### config.mk
export PLATFORM = sky130hd
export DESIGN_NAME = keypad_scanner
export DESIGN_NICKNAME = d
export VERILOG_FILES = /design/src/rtl/vend_pkg.sv /design/src/rtl/onehot0_index.sv /design/src/rtl/keypad_scanner.sv
export SDC_FILE = /design/constraint.sdc
export NUM_CORES = 1
export LEC_CHECK = 0
export ABC_AREA = 1
export CAP_MARGIN = 25
export CORE_AREA = 8 8 123 125
export CTS_BUF_LIST = sky130_fd_sc_hd__clkbuf_8 sky130_fd_sc_hd__clkbuf_16
export CTS_CLUSTER_DIAMETER = 80
export DETAILED_ROUTE_END_ITERATION = 6
export DIE_AREA = 0 0 131 133
export SYNTH_ARGS = -nofsm -noshare
export SYNTH_HDL_FRONTEND = slang
export SYNTH_SLANG_ARGS = --single-unit
### constraint.sdc
create_clock -name clk -period 2.2 [get_ports clk]
set_input_delay 0.33 -clock clk [delete_from_list [all_inputs] [get_ports clk]]
set_output_delay 0.33 -clock clk [all_outputs]
set_load 0.01 [all_outputs]
### src/rtl/vend_pkg.sv
// Shared types and constants for the vending-machine keypad front end.
// Key codes are row_idx*4 + col_idx as produced by keypad_scanner.
package vend_pkg;

    localparam int KEY_W = 4;

    typedef enum logic [1:0] {
        SCAN      = 2'd0,
        DEB_PRESS = 2'd1,
        HOLD      = 2'd2,
        DEB_REL   = 2'd3
    } scan_state_t;

    typedef struct packed {
        logic [1:0] idx;
        logic       single;
        logic       idle;
        logic       multi;
    } oh0_info_t;

    localparam logic [KEY_W-1:0] KEY_1      = 4'd0;
    localparam logic [KEY_W-1:0] KEY_2      = 4'd1;
    localparam logic [KEY_W-1:0] KEY_3      = 4'd2;
    localparam logic [KEY_W-1:0] KEY_4      = 4'd4;
    localparam logic [KEY_W-1:0] KEY_5      = 4'd5;
    localparam logic [KEY_W-1:0] KEY_6      = 4'd6;
    localparam logic [KEY_W-1:0] KEY_7      = 4'd8;
    localparam logic [KEY_W-1:0] KEY_8      = 4'd9;
    localparam logic [KEY_W-1:0] KEY_9      = 4'd10;
    localparam logic [KEY_W-1:0] KEY_BACK   = 4'd12;
    localparam logic [KEY_W-1:0] KEY_0      = 4'd13;
    localparam logic [KEY_W-1:0] KEY_ENSURE = 4'd14;

endpackage

### src/rtl/onehot0_index.sv
// Classifies a 4-bit active-low one-hot vector: index of the low bit
// plus single / idle / multi flags (exactly one flag is ever set).
module onehot0_index
    import vend_pkg::*;
(
    input  logic [3:0] vec,
    output oh0_info_t  info
);

    always_comb begin
        info = '0;
        case (vec)
            4'b1110: begin info.idx = 2'd0; info.single = 1'b1; end
            4'b1101: begin info.idx = 2'd1; info.single = 1'b1; end
            4'b1011: begin info.idx = 2'd2; info.single = 1'b1; end
            4'b0111: begin info.idx = 2'd3; info.single = 1'b1; end
            4'b1111: info.idle = 1'b1;
            default: info.multi = 1'b1;
        endcase
    end

endmodule

### src/rtl/keypad_scanner.sv
// 4x4 matrix keypad scanner: column drive, row sync, press/release
// debounce and one key_valid pulse per accepted press.
module keypad_scanner
    import vend_pkg::*;
#(
    parameter int SCAN_DIV   = 50000,
    parameter int DEB_CYCLES = 1000000,
    parameter int CNT_W      = 20
) (
    input  logic             clk,
    input  logic             rst,
    input  logic [3:0]       row,
    output logic [3:0]       col,
    output logic [KEY_W-1:0] key_code,
    output logic             key_valid,
    output logic             key_held
);

    localparam logic [CNT_W-1:0] DIV_LAST = CNT_W'(SCAN_DIV - 1);
    localparam logic [CNT_W-1:0] DEB_LAST = CNT_W'(DEB_CYCLES - 1);
    localparam logic [CNT_W-1:0] SETTLE   = CNT_W'(2);

    scan_state_t      state;
    logic [3:0]       row_m;
    logic [3:0]       row_s;
    logic [3:0]       cand_pat;
    logic [KEY_W-1:0] cand_code;
    logic [CNT_W-1:0] div_cnt;
    logic [CNT_W-1:0] deb_cnt;
    oh0_info_t        row_info;
    oh0_info_t        col_info;
    logic             scan_hit;
    logic             col_bad;

    onehot0_index u_row_idx (
        .vec  (row_s),
        .info (row_info)
    );

    onehot0_index u_col_idx (
        .vec  (col),
        .info (col_info)
    );

    // Row samples need two cycles after a column change to reflect it.
    always_comb begin
        scan_hit = 1'b0;
        unique case (1'b1)
            row_info.single: scan_hit = (div_cnt >= SETTLE) && col_info.single;
            row_info.idle,
            row_info.multi:  scan_hit = 1'b0;
        endcase
    end

    assign col_bad = col_info.idle | col_info.multi;

    always_ff @(posedge clk or negedge rst) begin
        if (!rst) begin
            row_m <= 4'hF;
            row_s <= 4'hF;
        end else begin
            row_m <= row;
            row_s <= row_m;
        end
    end

    always_ff @(posedge clk or negedge rst) begin
        if (!rst) begin
            state     <= SCAN;
            col       <= 4'b1110;
            div_cnt   <= '0;
            deb_cnt   <= '0;
            cand_pat  <= 4'hF;
            cand_code <= '0;
            key_code  <= '0;
            key_valid <= 1'b0;
            key_held  <= 1'b0;
        end else begin
            key_valid <= 1'b0;
            unique case (state)
                SCAN: begin
                    if (scan_hit) begin
                        cand_pat  <= row_s;
                        cand_code <= {row_info.idx, col_info.idx};
                        deb_cnt   <= '0;
                        state     <= DEB_PRESS;
                    end else if (div_cnt == DIV_LAST) begin
                        div_cnt <= '0;
                        // A corrupted drive pattern restarts at column 0.
                        col <= col_bad ? 4'b1110 : {col[2:0], col[3]};
                    end else begin
                        div_cnt <= div_cnt + 1'b1;
                    end
                end
                DEB_PRESS: begin
                    if (row_s != cand_pat) begin
                        div_cnt <= '0;
                        state   <= SCAN;
                    end else if (deb_cnt == DEB_LAST) begin
                        key_code  <= cand_code;
                        key_valid <= 1'b1;
                        key_held  <= 1'b1;
                        state     <= HOLD;
                    end else begin
                        deb_cnt <= deb_cnt + 1'b1;
                    end
                end
                HOLD: begin
                    if (row_info.idle) begin
                        deb_cnt <= '0;
                        state   <= DEB_REL;
                    end
                end
                DEB_REL: begin
                    if (!row_info.idle) begin
                        deb_cnt <= '0;
                        state   <= HOLD;
                    end else if (deb_cnt == DEB_LAST) begin
                        key_held <= 1'b0;
                        div_cnt  <= '0;
                        state    <= SCAN;
                    end else begin
                        deb_cnt <= deb_cnt + 1'b1;
                    end
                end
            endcase
        end
    end

endmodule

# Word-level counts from Yosys, hierarchy flattened
# Index checks and enable logic that the tools add are counted.
# word_totals
ff_bits,68
elab_cells,92
# classes
addsub,2
magnitude_cmp,1
eq_ne,26
muxes,35
bitwise_logic,3
n_reduce_logical,14
# op_table
cell,count
20-bit two-way mux,10
20-bit case mux with 4 select lines,1
20-bit case mux with 3 select lines,1
"20-bit by 1-bit adder with 20-bit output, second input constant",2
"4-bit == test, second input constant",8
3-bit case mux with 4 select lines,2
"20-bit by 16-bit == test with 1-bit output, second input constant",1
"20-bit == test, second input constant",1
"20-bit by 2-bit >= comparator with 1-bit output, second input constant",1
"2-bit inequality test, second input constant",8
2-bit two-way mux,6
1-bit two-way mux,11
5-bit AND reduction,2
5-bit OR reduction,2
3-bit AND reduction,3
"4-bit by 3-bit == test with 1-bit output, second input constant",2
2-bit case mux with 4 select lines,1
"3-bit inequality test, second input constant",2
"2-bit == test, second input constant",2
4-bit two-way mux,1
4-bit inequality test,1
1-bit case mux with 2 select lines,2
4-bit AND reduction,1
3-bit nonzero test,1
8 further kinds,9

# Longest topological paths before layout
# Gate-level depths: netlist of the first run.
# depth
ltp_word,7
depth_mapped,13

# By module
# From an unflattened synthesis of the first run, not the netlist that was laid out.
# unflattened
hier_cells,693
hier_area_um2,4630.7
# modules_own_cells
module,instances,cells_each,area_each_um2,seq_area_each_um2
keypad_scanner,1,653,4455.5,1720.4
onehot0_index,2,20,87.6,0.0

# Worst setup path before layout of the first run
# No wires, ideal clock.
# synth_path
path_type,reg-to-reg
startpoint,reg deb_cnt[0]
endpoint,reg div_cnt[8]
setup_ns,0.118
t_arrival_ns,1.790
required_time_ns,2.082
setup_slack_ns,0.292
stages_incl_launch_ff,14
period_less_slack_ns,1.908
path_cell_list,dfrtp_1 > ha_1 > buf_4 > nand3_1 > nor2_4 > nand3_4 > nand2_2 > inv_2 > nor2_4 > nand2_2 > buf_6 > buf_6 > nand2_1 > o21ai_2
# synth_between
elab_chain_cells,3
# synth_rtl
element,line_no,rtl
"start, declared",keypad_scanner.sv:29,logic [CNT_W-1:0] deb_cnt;
"start signal, assigned",keypad_scanner.sv:105,deb_cnt <= deb_cnt + 1'b1;
"start signal, assigned",keypad_scanner.sv:123,deb_cnt <= deb_cnt + 1'b1;
20-bit == test,keypad_scanner.sv:118,end else if (deb_cnt == DEB_LAST) begin
2-bit inequality test (no line),-,
5-bit AND reduction (no line),-,
"end signal, assigned",keypad_scanner.sv:92,div_cnt <= div_cnt + 1'b1;
"end, declared",keypad_scanner.sv:28,logic [CNT_W-1:0] div_cnt;
# No other way between the ends.
# A chain may end at the register's enable or synchronous reset.

# Final worst setup path of the first run
# layout_path
startpoint,reg div_cnt[1]
endpoint,reg col[1]
# layout_between
elab_chain_cells,5
word_cells_on_any_way,6
# layout_rtl
element,line_no,rtl
20-bit by 2-bit >= comparator with 1-bit output,keypad_scanner.sv:49,row_info.single: scan_hit = (div_cnt >= SETTLE) && col_info.single;
1-bit logical AND,keypad_scanner.sv:49,
1-bit case mux with 2 select lines,keypad_scanner.sv:48,unique case (1'b1)
1-bit NOT (no line),-,
3-bit AND reduction (no line) *,-,
"end signal, assigned",keypad_scanner.sv:90,"col <= col_bad ? 4'b1110 : {col[2:0], col[3]};"
"end, declared",keypad_scanner.sv:13,"output logic [3:0] col,"
# Mark *: on every way between the ends. The rest lies on a longest branch, timed or not.

==> results.cfg, run 1 <==
[critical_path]
arrival_ns = 2.25
crit_type = register to register
end_kind = register
start_kind = register
r2r-end = col[1]$_DFFE_PN1P_
r2r_cells = 8
rrSetupSlack_ns = 0.20
crit_fanout = 8
crit-reg2reg-launch = div_cnt[1]$_DFFE_PN0P_
startpoint = div_cnt[1]$_DFFE_PN0P_
crit_end = col[1]$_DFFE_PN1P_
crit_required_ns = 2.45

[timing]
finalSetupViolations = 0
max_clock_freq_mhz = 501
setup_ws_ns = 0.203
finalCritPeriodShare_pct = 90.8
worst_pin_slew_ns = 0.545
fin_tns_setup_ns = 0
drv_slew = 0
grt_setup_unrepaired = no
period_needed_ns = 2.00
relSlewSlack_pct = 63.4
hold_violations = 0
fin_skew_ns = 0.00928

[run_status]
status = complete, no violations

[clock_tree]
cts_sinks = 68
cts_tree = built
htree_levels = 3
cts_max_path_buffers = 2
cts_buffers = 9
clk_pin_slew_worst_paths_ns = 0.06
clkLatencyLatePin_ns = 0.34
clockRootBuffer = clkbuf_16

[floorplan]
die_w_um = 131
rows = 42
pin_count = 16
start_util_pct = 34.6
dieArea_um2 = 17400
die_h_um = 133
core_um2 = 13100

[logic_synthesis]
synthFlopType = dfrtp_1
netlist_instances = 654
synth_cell_types = 36
seq_area_frac_synth_pct = 38.0
synthTopCellsByArea = dfrtp_1, nand2_1, dfstp_2
synth_nets = 668
async_flop_share_pct = 100
syn-cell-area_um2 = 4530
synth_edf_count = 0
synth.most_common_cell = nand2_1
synth_top_cell_by_area = dfrtp_1
yosysWarningCount = 0
avgSynthCellArea_um2 = 6.93
synth_top_area_share_pct = 29.3
yosys-top-cells-count = nand2_1, nor2_1, nand3_1
ys_seq_elements = 68

[route]
drtIter0Drc = 229
wl_um = 11100
via_per_inst = 4.89
post_drt_wl_per_cell_um = 13.0
dr_total_vias = 4205
postRouteAntennaNets = 0
drc = 0
dr.pass1.iters = 4

[pwr]
peakVddDrop_v = 0.000386
powerDensity_nw_per_um2 = 518
p_total_mw = 2.70
leakagePower_nw = 2.35

[global_routing]
grt_pass1_vias = 4100
grt_max_degree = 44
track_usage_pct = 13.6
antenna_found_initial = 0
grt_pass1_wl_um = 19400
overflow = 0

[flow_run]
maxCapViolations = 0

[layout]
area_delta_synth_final_pct = 15.2
finalNonFillerCells = 860
layout-drive-gt1-share_pct = 12.9
antenna_cells = 0
final_nets = 693

[placed_design]
dp_slack_ns = 0.142
gp_congestion = 0.899
numPortBuffers = 15
hpwl_um = 8000
dp_cells = 843

[worst_hold_path]
holdCritPathClass = register to register
[power breakdown]
part,internal [mW],switching [mW],total [mW]
logic,0.0180,0.0374,0.0554
clock network,0.792,0.587,1.38
registers,1.27,0.00577,1.27
[layout make-up]
class / count / area, um2
inverter: 50 / 188
clock buffer: 10 / 239
timing repair buffer: 32 / 288
clock inverter: 6 / 41.3
multi-input combinational: 518 / 2520
sequential: 68 / 1720
tap: 176 / 220
fill: 1355 / 7860
[worst max-delay path, cell delays in order (launching register included)]
cell,delay (ns)
dfrtp_1,0.44
ha_1,0.30
nand2_1,0.14
nor2_4,0.19
inv_1,0.09
nor3_2,0.15
nand3_2,0.16
nand3b_4,0.24
o21ai_0,0.20
[worst min-delay path by stage]
stage	startpoint	slack (ns)	endpoint	depth (start not counted)
4_1_cts	row_m[0]$_DFF_PN1_	0.36	row_s[0]$_DFF_PN1_	0
5_1_grt	row_m[0]$_DFF_PN1_	0.36	row_s[0]$_DFF_PN1_	0
3_5_place_dp	rst	0.19	deb_cnt[15]$_DFFE_PN0P_	1
3_3_place_gp	rst	0.19	deb_cnt[15]$_DFFE_PN0P_	1
2_1_floorplan	rst	0.03	cand_code[0]$_DFFE_PN0P_	0
6_report	row_m[0]$_DFF_PN1_	0.35	row_s[0]$_DFF_PN1_	0
[cells in the final DEF, fill, tap and decap left out, drive strengths merged]
master / synthesis / routed
o21bai: 5 / 5
nand2: 238 / 238
nand3: 72 / 72
dfstp: 15 / 15
a21oi: 3 / 3
xnor2: 5 / 5
xor2: 11 / 11
inv: 49 / 50
ha: 8 / 8
clkdlybuf4s50: 0 / 14
and2: 3 / 3
clkbuf: 4 / 10
clkinv: 1 / 4
clkinvlp: 0 / 2
nor2: 88 / 88
a31o: 1 / 1
buf: 14 / 17
nand4: 23 / 23
nor3: 5 / 5
dfrtp: 53 / 53
o21ai: 39 / 39
nand3b: 4 / 4
dlygate4sd3: 0 / 1
a21o: 2 / 2
or2: 11 / 11
[cells by family after synthesis]
kind of cell / Yosys count / share of synthesized area, %
AOI/OAI and AO/OA: 50 / 6.82
xor gates and xnor gates: 16 / 3.09
adders and majority gates: 8 / 2.21
buffers and inverters: 68 / 6.49
DFF: 68 / 38.0
and+or+nand+nor: 444 / 43.4
[through the flow]
stage          instance area (um2)  hold slack [ns]  utilization, %
2_1_floorplan                 4530           0.0344               -
3_3_place_gp                  4920            0.193            37.6
3_5_place_dp                  4920            0.190            37.6
4_1_cts                       5220            0.356            39.9
5_1_grt                       5220            0.357            39.9
6_report                      5220            0.355            39.9
[state kept, by name, indices dropped and copies added (netlist names)]
signal / cells
col: 4
row_s: 4
key_valid: 1
cand_code: 4
div_cnt: 20
cand_pat: 4
key_code: 4
row_m: 4
deb_cnt: 20
key_held: 1
state: 2
[metal layers]
metal	routed length (um)	track usage, %	share of wire, %	vias to the layer above
li1	-	-	-	2156
met1	5430	18.2	49	1985
met5	0	0	0	-
met4	196	3.89	1.8	0
met3	354	3.09	3.2	13
met2	5160	21.4	46	51
[timing repair]
item                       in CTS  in global routing
setup buffers                   0                  0
hold endpoints to repair        5                  0
hold buffers                    1                  0
resized for setup               0                  2
setup endpoints to repair       0                 28
(Power assumes the default switching activity.)
==> inputs of run 2 (changes only) <==
--- a/config.mk
+++ b/config.mk
@@ -12,6 +12,7 @@
 export CTS_CLUSTER_DIAMETER = 80
 export DETAILED_ROUTE_END_ITERATION = 6
 export DIE_AREA = 0 0 131 133
+export GPL_TIMING_DRIVEN = 0
 export SYNTH_ARGS = -nofsm -noshare
 export SYNTH_HDL_FRONTEND = slang
 export SYNTH_SLANG_ARGS = --single-unit
==> results.cfg, run 2 (same netlist as run 1, synthesis figures left out) <==
[run_status]
status = complete, no violations

[route]
dr.pass1.iters = 4
drc = 0
via_per_inst = 4.83
postRouteAntennaNets = 0
drtIter0Drc = 218
wl_um = 11100
post_drt_wl_per_cell_um = 12.8
dr_total_vias = 4181

[pwr]
leakagePower_nw = 2.35
powerDensity_nw_per_um2 = 533
seq_power_share_pct = 45.2
p_clk_share_pct = 53.1
internal-power_mw = 2.20
peakVddDrop_v = 0.000329
p_total_mw = 2.81
power_frac_comb_pct = 1.7
p_switching_uw = 615
p_sw_share_pct = 21.9

[global_routing]
antenna_found_initial = 0
overflow = 0
grt_pass1_vias = 4091
grt_max_degree = 69
grt_pass1_wl_um = 19100
track_usage_pct = 13.6

[timing]
relSlewSlack_pct = 42.1
grt_setup_unrepaired = no
worst_pin_slew_ns = 0.869
finalSetupViolations = 0
finalCritPeriodShare_pct = 92.9
period_needed_ns = 2.04
drv_slew = 0
max_clock_freq_mhz = 490
setup_ws_ns = 0.157
fin_skew_ns = 0.00886
hold_violations = 0

[layout]
layout-drive-gt1-share_pct = 13.4
antenna_cells = 0
final_cell_mix = nand2_1, nor2_1, nand3_1
final_common_cell = nand2_1
fillers = 1384
final_nets = 698
area_delta_synth_final_pct = 16.2
regArea_um2 = 1720
multi_input_area_um2 = 2540
reg_top3 = deb_cnt: 20 flops, div_cnt: 20 flops

[worst_hold_path]
holdCritPathClass = input pin to asynchronous set/reset pin

[placed_design]
numPortBuffers = 15
dp_slack_ns = -0.0244
hpwl_um = 8060
gp_congestion = 0.865

[critical_path]
cp_num_buf_inv = 1
crit_required_ns = 2.41
crit_type = register to register
start_kind = register
cp_slowest_cell = dfrtp_1
cp_top_family = simple AND/OR/NAND/NOR gates
cpMostUsedCell = nand2_1
end_kind = register
max_stage_delay_ns = 0.44
crit_fanout = 10
arrival_ns = 2.26
worstPathCellList = ha_2, nand2_1, nor2_4, inv_1, nor3_2, nand3_4, nand3b_4, nand2_1, o21ai_0

[clock_tree]
clkLatencyLatePin_ns = 0.34
clk_pin_slew_worst_paths_ns = 0.06
cts_buffers = 9
cts_max_path_buffers = 2
htree_levels = 3
cts_tree = built
clockRootBuffer = clkbuf_16
cts_sinks = 68

[floorplan]
pin_count = 16
die_w_um = 131
dieArea_um2 = 17400
start_util_pct = 34.6
core_um2 = 13100
die_h_um = 133
rows = 42

[flow_run]
maxCapViolations = 0
## run 2: cell types whose count changed in the layout (fill, tap and decap cells not counted), moves of 3 or more
cell	previous run	this run
buf_1	0	4
clkbuf_1	0	3
buf_4	15	8
buf_6	0	3
buf_2	1	4
## run 2: routing by layer
| metal | GRT usage, % | part of all wire [%] |
|---|---|---|
| met5 | 0 | 0 |
| met4 | 7.21 | 1.9 |
| met3 | 2.85 | 3.4 |
| met2 | 21.4 | 46 |
| met1 | 17.0 | 49 |
## run 2: worst paths after layout
check | startpoint | to | slack (ns) | cells past startpoint
min in group clk | row_m[1]$_DFF_PN1_ | row_s[1]$_DFF_PN1_ | 0.35 | 0
min | rst | key_held$_DFFE_PN0P_ | 0.10 | 1
max reg2reg | div_cnt[1]$_DFFE_PN0P_ | col[0]$_DFFE_PN0P_ | 0.16 | 9
max | div_cnt[1]$_DFFE_PN0P_ | col[0]$_DFFE_PN0P_ | 0.16 | 9
max in group asynchronous | rst | deb_cnt[0]$_DFFE_PN0P_ | 1.46 | 1
min reg2reg | row_m[1]$_DFF_PN1_ | row_s[1]$_DFF_PN1_ | 0.35 | 0
## run 2: what timing repair did
item | in CTS | in global routing
endpoints found under the setup margin | 11 | 33
pin swaps | 0 | 1
gates resized for setup | 2 | 7
hold buffers | 0 | 0
setup buffers | 0 | 4
## run 2: area by class of cell
cell class	instances	share of cell area, %
inverter	50	3.56
clock inverter	6	1.38
timing repair buffer	19	3.37
sequential	68	32.7
multi-input combinational	518	48.2
buffer	18	2.04
clock buffer	10	4.54
tap	176	4.18
## run 2: power by group through the flow
stage                     Combinational, mW  Sequential [mW]  Clock, mW
final                                0.0475             1.27       1.49
after global routing                 0.0559             1.27       1.59
after CTS                            0.0510             1.27       1.54
after detailed placement             0.0508             1.29          0
after global placement               0.0509             1.29          0
after floorplan                      0.0130             1.29          0
## run 2: through the flow
step	hold slack (ns)	TNS (ns)	std cells	area, um2	utilization, %
2_1_floorplan	0.0344	0	654	4530	-
3_3_place_gp	0.347	-98.52	845	4900	37.5
3_5_place_dp	0.347	-0.0356	845	4900	37.5
4_1_cts	0.152	0	861	5220	39.9
5_1_grt	0.203	0	865	5270	40.3
6_report	0.105	0	865	5270	40.3
## run 2: worst reg2reg max path, delay by kind of cell, from the launching register on
family	cells	cell delay (ns)
AND/OR/NAND/NOR	6	1.03
AO/OA/AOI/OAI	1	0.08
flip-flops	1	0.44
buffers and inverters	1	0.09
adder cells (fa/ha/maj)	1	0.29
==> inputs of run 3 (changes only) <==
--- a/config.mk
+++ b/config.mk
@@ -5,13 +5,12 @@
 export SDC_FILE = /design/constraint.sdc
 export NUM_CORES = 1
 export LEC_CHECK = 0
-export ABC_AREA = 1
 export CAP_MARGIN = 25
-export CORE_AREA = 8 8 123 125
+export CORE_AREA = 8 8 112 114
 export CTS_BUF_LIST = sky130_fd_sc_hd__clkbuf_8 sky130_fd_sc_hd__clkbuf_16
 export CTS_CLUSTER_DIAMETER = 80
 export DETAILED_ROUTE_END_ITERATION = 6
-export DIE_AREA = 0 0 131 133
+export DIE_AREA = 0 0 120 122
 export GPL_TIMING_DRIVEN = 0
 export SYNTH_ARGS = -nofsm -noshare
 export SYNTH_HDL_FRONTEND = slang
==> results.cfg, run 3 <==
[route]
wl_met1_um = 4040
post_drt_wl_per_cell_um = 15.5
drc = 0
top_layer_used = met4
wl_met2_um = 4280
drtIter0Drc = 198
dr_total_vias = 3134
wl_met3_um = 313
dr.pass1.iters = 5
via_per_inst = 5.56
postRouteAntennaNets = 0
wl_um = 8730

[layout]
layout-drive-gt1-share_pct = 29.0
final_nets = 433
final_cell_mix = dfrtp_1, nand2_1, o21ai_0
area_delta_synth_final_pct = 26.3
reg_top3 = deb_cnt: 20 flops, div_cnt: 20 flops
final_common_cell = dfrtp_1
antenna_cells = 0
fin_area_um2 = 4660
fillers = 1002

[critical_path]
max_stage_delay_ns = 0.63
arrival_ns = 2.43
end_kind = register
cp_slowest_cell = dfstp_2
r2r-end = deb_cnt[3]$_DFFE_PN0P_
startpoint = row_s[2]$_DFF_PN1_
rrSetupSlack_ns = -0.006
start_kind = register
r2r_cells = 7
crit_type = register to register
crit-reg2reg-launch = row_s[2]$_DFF_PN1_
crit_fanout = 10
worstPathCellList = xor2_1, o41a_1, a21oi_2, buf_4, a31oi_1, o21ai_1, o31ai_4
crit_required_ns = 2.42

[logic_synthesis]
synth.most_common_cell = dfrtp_1
synth_nets = 395
synth_top_cell_by_area = dfrtp_1
synthSimpleGateAreaFrac_pct = 19.3
synthMuxAreaShare_pct = 3.62
synth_top_family_by_area = compound AO/OA/AOI/OAI gates
yosys-top-cells-count = dfrtp_1, o21ai_0, nand2_1, o31ai_1, nor2_1
synthFlopType = dfrtp_1
synth_xor_area_share_pct = 1.90
synth_compound_area_share_pct = 21.7
seq_area_frac_synth_pct = 46.6
yosysWarningCount = 0
syn-cell-area_um2 = 3690
synthTopCellsByArea = dfrtp_1, dfstp_2, o31ai_1
ys_seq_elements = 68
synth_fa_ha_area_share_pct = 2.71
avgSynthCellArea_um2 = 9.69
synth_cell_types = 49
synth_edf_count = 0
synth_top_area_share_pct = 35.9
netlist_instances = 381
async_flop_share_pct = 100

[floorplan]
start_util_pct = 34.5
core_um2 = 10700
dieArea_um2 = 14600
die_h_um = 122
rows = 38
die_w_um = 120
pin_count = 16

[global_routing]
grt_pass1_wl_um = 14300
grt_max_degree = 69
overflow = 0
grt_pass1_vias = 2993
track_usage_pct = 11.9
antenna_found_initial = 0

[worst_hold_path]
holdCritPathClass = input pin to asynchronous set/reset pin

[pwr]
p_total_mw = 2.24
leakagePower_nw = 1.89
powerDensity_nw_per_um2 = 481
peakVddDrop_v = 0.000368

[clock_tree]
cts_buffers = 9
clk_pin_slew_worst_paths_ns = 0.08
cts_sinks = 68
cts_max_path_buffers = 2
htree_levels = 3
clockRootBuffer = clkbuf_8
cts_tree = built
clkLatencyLatePin_ns = 0.35

[placed_design]
hpwl_um = 5690
place_area_um2 = 4020
numPortBuffers = 15
gp_congestion = 0.806

[run_status]
violations = negative setup slack
status = complete, but fails checks

[timing]
drv_slew = 0
setup_ws_ns = -0.00630
worst_pin_slew_ns = 0.868
relSlewSlack_pct = 42.1
period_needed_ns = 2.21
grt_setup_unrepaired = yes
finalCritPeriodShare_pct = 100
finalSetupViolations = 1
hold_violations = 0
max_clock_freq_mhz = 453
fin_skew_ns = 0.0149

[flow_run]
maxCapViolations = 0
[run 3: cell count changes in the layout (fill, tap and decap cells not counted), sizes merged, moves of 16 or more]
cell,before,now
inv,50,8
o31ai,0,32
nand2,238,32
nand4,23,7
nand3,72,20
nor2,88,24
[run 3: per-stage QoR]
stage / hold WS [ns] / TNS, ns / instances / setup slack [ns] / utilization (%)
after floorplan: 0.0344 / 0 / 381 / 0.105 / -
after global placement: 0.348 / -98.66 / 536 / -1.53 / 37.6
after detailed placement: 0.347 / -5.72 / 536 / -0.196 / 37.5
after CTS: 0.127 / -0.0307 / 558 / -0.0107 / 40.5
after global routing: 0.157 / -1.37 / 564 / -0.114 / 43.6
final: 0.0923 / -0.00630 / 564 / -0.00630 / 43.6
[run 3: metal layers]
| metal | track usage (%) | vias up |
|---|---|---|
| met5 | 0 | - |
| met3 | 2.82 | 9 |
| li1 | - | 1510 |
| met1 | 14.9 | 1565 |
| met4 | 4.84 | 0 |
| met2 | 19.5 | 50 |
[run 3: where the power goes]
| part | internal [mW] | leakage (nW) | total (mW) | switching (mW) |
|---|---|---|---|---|
| Combinational | 0.0215 | 0.917 | 0.0593 | 0.0378 |
| Sequential | 1.26 | 0.883 | 1.27 | 0.00699 |
| Clock | 0.412 | 0.0856 | 0.914 | 0.502 |
[run 3: how the worst max path moves through the flow]
| stage | endpoint | slack, ns | cells past startpoint |
|---|---|---|---|
| after floorplan | deb_cnt[15]$_DFFE_PN0P_ | 0.11 | 9 |
| after global placement | div_cnt[11]$_DFFE_PN0P_ | -1.53 | 1 |
| after detailed placement | div_cnt[5]$_DFFE_PN0P_ | -0.20 | 9 |
| after CTS | deb_cnt[5]$_DFFE_PN0P_ | -0.01 | 9 |
| after global routing | deb_cnt[12]$_DFFE_PN0P_ | -0.11 | 8 |
| final | deb_cnt[3]$_DFFE_PN0P_ | -0.006 | 7 |
[run 3: final cells by class]
cell class / instances / area, um2 / area share [%]
Inverter: 7 / 26.3 / 0.563
Timing Repair Buffer: 32 / 293 / 6.28
Tap cell: 140 / 175 / 3.76
Buffer: 17 / 131 / 2.82
Clock inverter: 7 / 51.3 / 1.10
Sequential cell: 68 / 1720 / 36.9
Clock buffer: 9 / 124 / 2.66
Multi-Input combinational cell: 284 / 2140 / 45.9
[run 3: cells by family (layout without fill, tap and decap cells)]
| logic type | Yosys count | count (layout) |
|---|---|---|
| AND/OR/NAND/NOR | 135 | 135 |
| AO/OA/AOI/OAI | 121 | 121 |
| flip-flops | 68 | 68 |
| buffers and inverters | 29 | 72 |
| multiplexers | 12 | 12 |
| adder cells (fa/ha/maj) | 8 | 8 |
| XOR/XNOR | 8 | 8 |
[run 3: critical path: cells and delay by family, from the launching register on]
kind | cells | cell delay [ns]
xor+xnor | 1 | 0.12
buf+inv | 1 | 0.19
flops | 1 | 0.63
compound gates | 5 | 1.15
[run 3: timing repair]
action                                  4_1_cts  5_1_grt
cloned                                        0        1
hold buffers                                  0        0
endpoints found under the setup margin       44       47
hold endpoints to repair                      0        0
pin swaps                                    10       20
gates resized for setup                      26       63
setup buffers                                 9        7
